==> src/rtl/seg_scan_driver_pkg.sv <==
// Shared definitions for the 7-segment scan path.
//   - scan_state_e : scan FSM encoding (OFF / BLANK / SHOW)
//   - SEG_0..SEG_F : segment glyphs, bit 6..0 = g..a, active-high
//   - SEG_BLANK    : all segments off
//   - SEG_DP_BIT   : position of the decimal point in the 8-bit seg_data bus
//   - seg_pack()   : builds {dp,g,f,e,d,c,b,a} from a dp bit and a glyph
package seg_scan_driver_pkg;

    typedef enum logic [1:0] {
        ST_OFF   = 2'd0,
        ST_BLANK = 2'd1,
        ST_SHOW  = 2'd2
    } scan_state_e;

    localparam logic [6:0] SEG_0     = 7'h3F;
    localparam logic [6:0] SEG_1     = 7'h06;
    localparam logic [6:0] SEG_2     = 7'h5B;
    localparam logic [6:0] SEG_3     = 7'h4F;
    localparam logic [6:0] SEG_4     = 7'h66;
    localparam logic [6:0] SEG_5     = 7'h6D;
    localparam logic [6:0] SEG_6     = 7'h7D;
    localparam logic [6:0] SEG_7     = 7'h07;
    localparam logic [6:0] SEG_8     = 7'h7F;
    localparam logic [6:0] SEG_9     = 7'h6F;
    localparam logic [6:0] SEG_A     = 7'h77;
    localparam logic [6:0] SEG_B     = 7'h7C;
    localparam logic [6:0] SEG_C     = 7'h39;
    localparam logic [6:0] SEG_D     = 7'h5E;
    localparam logic [6:0] SEG_E     = 7'h79;
    localparam logic [6:0] SEG_F     = 7'h71;
    localparam logic [6:0] SEG_BLANK = 7'h00;

    // seg_data bus order is {dp,g,f,e,d,c,b,a}
    localparam int SEG_DP_BIT = 7;

    function automatic logic [7:0] seg_pack(input logic dp, input logic [6:0] seg);
        logic [7:0] r;
        r             = {1'b0, seg};
        r[SEG_DP_BIT] = dp;
        return r;
    endfunction

endpackage

==> src/rtl/seg_bcd_decode.sv <==
// Combinational nibble-to-glyph decoder for 7-segment displays.
//   bcd : 4-bit digit value (0-9, A-F shown as hex glyphs)
//   seg : segments {g,f,e,d,c,b,a}, active-high
module seg_bcd_decode
    import seg_scan_driver_pkg::*;
(
    input  logic [3:0] bcd,
    output logic [6:0] seg
);

    always_comb begin
        seg = SEG_BLANK;
        case (bcd)
            4'h0: seg = SEG_0;
            4'h1: seg = SEG_1;
            4'h2: seg = SEG_2;
            4'h3: seg = SEG_3;
            4'h4: seg = SEG_4;
            4'h5: seg = SEG_5;
            4'h6: seg = SEG_6;
            4'h7: seg = SEG_7;
            4'h8: seg = SEG_8;
            4'h9: seg = SEG_9;
            4'hA: seg = SEG_A;
            4'hB: seg = SEG_B;
            4'hC: seg = SEG_C;
            4'hD: seg = SEG_D;
            4'hE: seg = SEG_E;
            4'hF: seg = SEG_F;
            default: seg = SEG_BLANK;
        endcase
    end

endmodule

==> src/rtl/seg_scan_driver.sv <==
// Time-multiplexed driver for a common-cathode 7-segment display.
// Each rising edge of div_clk advances to the next digit; every digit change
// is preceded by BLANK_CYCLES clocks with all digits off to avoid ghosting.
// The displayed value is snapshotted once per frame (when the scan wraps to
// digit 0), so a frame never mixes old and new digits.
//   clk        : system clock
//   rst        : asynchronous reset, active-low
//   div_clk    : scan clock level, synchronous to clk
//   digits_bcd : digit i at [4i+3:4i], digit 0 rightmost
//   dp_in      : decimal point per digit, active-high
//   blank_mask : 1 = digit suppressed
//   seg_com    : digit enables, active-low, at most one bit low
//   seg_data   : {dp,g,f,e,d,c,b,a}, active-high
//   frame_done : one-clk pulse after a new frame snapshot is taken
module seg_scan_driver
    import seg_scan_driver_pkg::*;
#(
    parameter int NUM_DIGITS   = 8,
    parameter int BLANK_CYCLES = 4
) (
    input  logic                    clk,
    input  logic                    rst,
    input  logic                    div_clk,
    input  logic [4*NUM_DIGITS-1:0] digits_bcd,
    input  logic [NUM_DIGITS-1:0]   dp_in,
    input  logic [NUM_DIGITS-1:0]   blank_mask,
    output logic [NUM_DIGITS-1:0]   seg_com,
    output logic [7:0]              seg_data,
    output logic                    frame_done
);

    localparam int               IDX_W    = (NUM_DIGITS > 1) ? $clog2(NUM_DIGITS) : 1;
    localparam logic [IDX_W-1:0] IDX_LAST = IDX_W'(NUM_DIGITS - 1);
    localparam logic [IDX_W-1:0] IDX_ONE  = IDX_W'(1);
    localparam logic [7:0]       CNT_LAST = (BLANK_CYCLES == 0) ? 8'd0 : 8'(BLANK_CYCLES - 1);
    localparam bit               NO_BLANK = (BLANK_CYCLES == 0);

    logic                             div_d1_q,      div_d1_d;
    scan_state_e                      state_q,       state_d;
    logic [IDX_W-1:0]                 idx_q,         idx_d;
    logic [7:0]                       cnt_q,         cnt_d;
    logic [NUM_DIGITS-1:0][3:0]       shadow_bcd_q,  shadow_bcd_d;
    logic [NUM_DIGITS-1:0]            shadow_dp_q,   shadow_dp_d;
    logic [NUM_DIGITS-1:0]            shadow_mask_q, shadow_mask_d;
    logic                             frame_done_q,  frame_done_d;
    logic [NUM_DIGITS-1:0]            seg_com_q,     seg_com_d;
    logic [7:0]                       seg_data_q,    seg_data_d;

    logic       tick;
    logic       wrap;
    logic [3:0] cur_bcd;
    logic [6:0] cur_seg;

    assign tick = div_clk & ~div_d1_q;
    assign wrap = (idx_q == IDX_LAST);

    // Next-state: digit sequencing, blanking counter and frame snapshot.
    always_comb begin
        div_d1_d      = div_clk;
        state_d       = state_q;
        idx_d         = idx_q;
        cnt_d         = cnt_q;
        shadow_bcd_d  = shadow_bcd_q;
        shadow_dp_d   = shadow_dp_q;
        shadow_mask_d = shadow_mask_q;
        frame_done_d  = 1'b0;

        if (tick) begin
            // A tick wins in every state; in BLANK it restarts blanking for
            // the new digit so the skipped digit never shows.
            idx_d   = wrap ? '0 : idx_q + IDX_ONE;
            cnt_d   = 8'd0;
            state_d = NO_BLANK ? ST_SHOW : ST_BLANK;
            if (wrap) begin
                for (int i = 0; i < NUM_DIGITS; i++) begin
                    shadow_bcd_d[i] = digits_bcd[4*i +: 4];
                end
                shadow_dp_d   = dp_in;
                shadow_mask_d = blank_mask;
                frame_done_d  = 1'b1;
            end
        end else begin
            case (state_q)
                ST_BLANK: begin
                    cnt_d = cnt_q + 8'd1;
                    if (cnt_q == CNT_LAST) begin
                        state_d = ST_SHOW;
                    end
                end
                default: ;
            endcase
        end
    end

    assign cur_bcd = shadow_bcd_d[idx_d];

    seg_bcd_decode u_decode (
        .bcd (cur_bcd),
        .seg (cur_seg)
    );

    // Outputs are computed from next-state values so the pins are plain
    // registers and change exactly one clock after the state decision.
    always_comb begin
        seg_com_d  = '1;
        seg_data_d = 8'h00;
        if (state_d == ST_SHOW && !shadow_mask_d[idx_d]) begin
            seg_com_d[idx_d] = 1'b0;
            seg_data_d       = seg_pack(shadow_dp_d[idx_d], cur_seg);
        end
    end

    always_ff @(posedge clk or negedge rst) begin
        if (!rst) begin
            div_d1_q      <= 1'b0;
            state_q       <= ST_OFF;
            idx_q         <= IDX_LAST;
            cnt_q         <= 8'd0;
            shadow_bcd_q  <= '0;
            shadow_dp_q   <= '0;
            shadow_mask_q <= '0;
            frame_done_q  <= 1'b0;
            seg_com_q     <= '1;
            seg_data_q    <= 8'h00;
        end else begin
            div_d1_q      <= div_d1_d;
            state_q       <= state_d;
            idx_q         <= idx_d;
            cnt_q         <= cnt_d;
            shadow_bcd_q  <= shadow_bcd_d;
            shadow_dp_q   <= shadow_dp_d;
            shadow_mask_q <= shadow_mask_d;
            frame_done_q  <= frame_done_d;
            seg_com_q     <= seg_com_d;
            seg_data_q    <= seg_data_d;
        end
    end

    assign seg_com    = seg_com_q;
    assign seg_data   = seg_data_q;
    assign frame_done = frame_done_q;

endmodule

==> config.mk <==
export PLATFORM = sky130hd
export DESIGN_NAME = seg_scan_driver
export DESIGN_NICKNAME = d
export VERILOG_FILES = /design/src/rtl/seg_scan_driver_pkg.sv /design/src/rtl/seg_bcd_decode.sv /design/src/rtl/seg_scan_driver.sv
export SDC_FILE = /design/constraint.sdc
export NUM_CORES = 1
export LEC_CHECK = 0
export ABC_CLOCK_PERIOD_IN_PS = 5700
export BUFFER_PORTS_ARGS = -buffer_cell sky130_fd_sc_hd__buf_2
export CORE_MARGIN = 8
export CORE_UTILIZATION = 55
export CTS_CLUSTER_DIAMETER = 150
export DETAILED_ROUTE_END_ITERATION = 8
export PLACE_DENSITY = 0.82
export SYNTH_ARGS = -nofsm -noshare
export SYNTH_HDL_FRONTEND = slang
export SYNTH_SLANG_ARGS = --single-unit
==> constraint.sdc <==
create_clock -name clk -period 5.7 [get_ports clk]
set_input_delay 0.57 -clock clk [delete_from_list [all_inputs] [get_ports clk]]
set_output_delay 0.57 -clock clk [all_outputs]
set_load 0.02 [all_outputs]
==> metrics <==
RSZ-0062 raised after global routing false; Yosys top cell area share 0.455; HPWL after detailed placement 5.97 mm; initial cell density of the core 0.560; Pre-antenna DRT Iters 4; Top FF cell, synth dfrtp_1; CTS Buf Count 9; Die ar. 9700 um2; number of hold violations in the final report 0; Worst Skew 0.0181 ns; grt ovf 0; Tcrit/Tclk final 0.738; GP Congestion 0.850; Area Growth Syn to Fin 16.1%; Rel. slew slack 0.262; crit-path max FO 19; CP Launch Type register; Comb power frac 0.446; Final nets 440; Die W 98.5 um; DRC viols 0; Syn Nets 370; Vias/cell 5.70; final setup TNS 0 ns; setup slack after layout 1.49 ns; most frequent cells in the layout dfrtp_1 (68), buf_2 (66), mux2_2 (33); post-synthesis cell type count 63; Hold Crit Class input pin to asynchronous set/reset pin; Max-Cap Viols 0; # fillers 534; post-synthesis instance area 3740 um2; sw frac 0.379; worst skew pair latency 0.35 ns; most common cell after layout, fill and taps aside dfrtp_1; dpl ws 1.51 ns; register area share after synthesis 0.532; WS Path Type register to register; Clock Tree Root clkbuf_8; largest net degree at the start of global routing 80; Antenna Diode Count 0; clock sink count 79; gr usage total 0.179; Cell Pwr Density 521 nW/um2; asr flop ratio synth 1.00; row count 30; Synth Area per Inst 12.1 um2; Peak Freq 0.238 GHz; switching pwr 0.857 mW; sequential share of power 0.359; Post-CTS Setup Bufs 0; H-tree levels 3; Synth area leaders dfrtp_1 (45%), mux2_2 (9.9%), dfstp_2 (7.7%); drt initial violations 103; IO Port Bufs 67; yosys warns 0; Syn Inst Count 309; status finished clean; Post-synth EDFFs 0; flop and latch count out of synthesis 79; Sequential Area 1990 um2; Avg WL per Cell 17.7 um; Clock Power Share 0.195; DRT Wirelength 8.22 mm; Final Slew Violations 0; CTS tree built; CTS clk-pin slew, worst paths 0.09 ns; Critical Path AT 4.49 ns; first-pass GRT wire length 13.9 mm; layout cells sized above 1 0.359; Die H 98.5 um; Hold-fix buffers, CTS 0; ANT nets after route 0; Worst VDD drop 0.286 mV; clock tree buffer depth 2; P_int 1.40 mW; Resize count post-CTS 0; number of I/O pins 68; Final min period 4.21 ns; leak pwr 2.25 nW; initial antenna violation count 0; Req. time, crit path 5.98 ns; via count 2647; Worst-Margin Slew 1.10 ns; endpoints failing setup 0; leading area contributor after synthesis dfrtp_1; Worst setup EP type register; vias in the first global route 2828; multi-input logic area 1600 um2; core area 6680 um2
worst max-delay path: stages (launching register included):
cell      delay [ns]
dfstp_2         0.58
ha_1            0.18
ha_1            0.15
nand3b_1        0.74
mux2_2          0.59
a22o_1          0.19
o31ai_1         0.70
inv_1           0.19
ha_1            0.32
or2_1           0.27
o32ai_1         0.11
or3_1           0.14
power by group through the flow:
| stage | registers, mW | clock network, mW | logic (mW) |
|---|---|---|---|
| after global placement | 0.814 | 0 | 0.961 |
| after detailed placement | 0.824 | 0 | 1.00 |
| after CTS | 0.813 | 0.451 | 1.01 |
| final | 0.812 | 0.441 | 1.01 |
| after global routing | 0.830 | 0.477 | 1.12 |
| after floorplan | 0.834 | 0 | 0.727 |
final cells by class:
cell class | count | share of cell area
Clock buffer | 12 | 0.0311
Multi-Input combinational cell | 198 | 0.368
Sequential cell | 79 | 0.458
Clock inverter | 4 | 0.0167
Tap cell | 80 | 0.0230
Inverter | 19 | 0.0164
Timing Repair Buffer | 72 | 0.0864
metal layers:
layer	vias up	global-route usage	part of all wire	wire, um
met3	15	0.0500	0.071	587
met5	-	0	0	0
met4	0	0.0826	0.021	173
li1	1249	-	-	-
met1	1301	0.219	0.44	3590
met2	82	0.287	0.47	3870
stage by stage:
stage / std cells / utilization / power [mW] / hold WS (ns) / area (um2)
after floorplan: 309 / - / 1.56 / 0.274 / 3740
after global placement: 448 / 0.619 / 1.77 / 0.462 / 4140
after global routing: 464 / 0.650 / 2.43 / 0.423 / 4340
after CTS: 464 / 0.650 / 2.27 / 0.401 / 4340
final: 464 / 0.650 / 2.26 / 0.366 / 4340
after detailed placement: 448 / 0.619 / 1.83 / 0.472 / 4140
synth_stat cells (4+ instances only):
cell type  number
a22o_1          5
a22oi_1         4
buf_2           5
dfrtp_1        68
dfstp_2        11
ha_1           10
inv_1          18
mux2_2         33
mux2i_1        19
nand2_1        21
nand3_1         6
nor2_1         20
o22ai_1         5
xor2_1          5
path summary, 6_finish.rpt:
| kind | slack, ns | startpoint | depth (start not counted) | endpoint |
|---|---|---|---|---|
| max in group asynchronous | 4.71 | rst | 1 | shadow_dp_q[0]$_DFF_PN0_ |
| setup reg to reg | 1.49 | idx_q[1]$_DFF_PN1_ | 11 | seg_data[0]$_DFF_PN0_ |
| hold / removal | 0.37 | rst | 1 | shadow_bcd_q[25]$_DFF_PN0_ |
| hold reg to reg | 0.49 | shadow_bcd_q[15]$_DFF_PN0_ | 2 | shadow_bcd_q[15]$_DFF_PN0_ |
| min in group clk | 0.43 | digits_bcd[14] | 3 | shadow_bcd_q[14]$_DFF_PN0_ |
| setup / recovery | 1.49 | idx_q[1]$_DFF_PN1_ | 11 | seg_data[0]$_DFF_PN0_ |
flip-flops by register name, indices dropped and copies added (netlist names), 2 cells and up:
register and cells:
seg_com 8, cnt_q 8, idx_q 3, seg_data 8, shadow_mask_q 8, state_q 2
shadow_dp_q 8, shadow_bcd_q 32
cells by family after synthesis:
group	count (synthesis)	share of synthesized area
simple gates	77	0.114
fa+ha+maj	10	0.0334
flops	79	0.532
mux	57	0.167
buf+inv	32	0.0408
xor+xnor	7	0.0164
compound gates	47	0.0966
(Power assumes the default switching activity.)
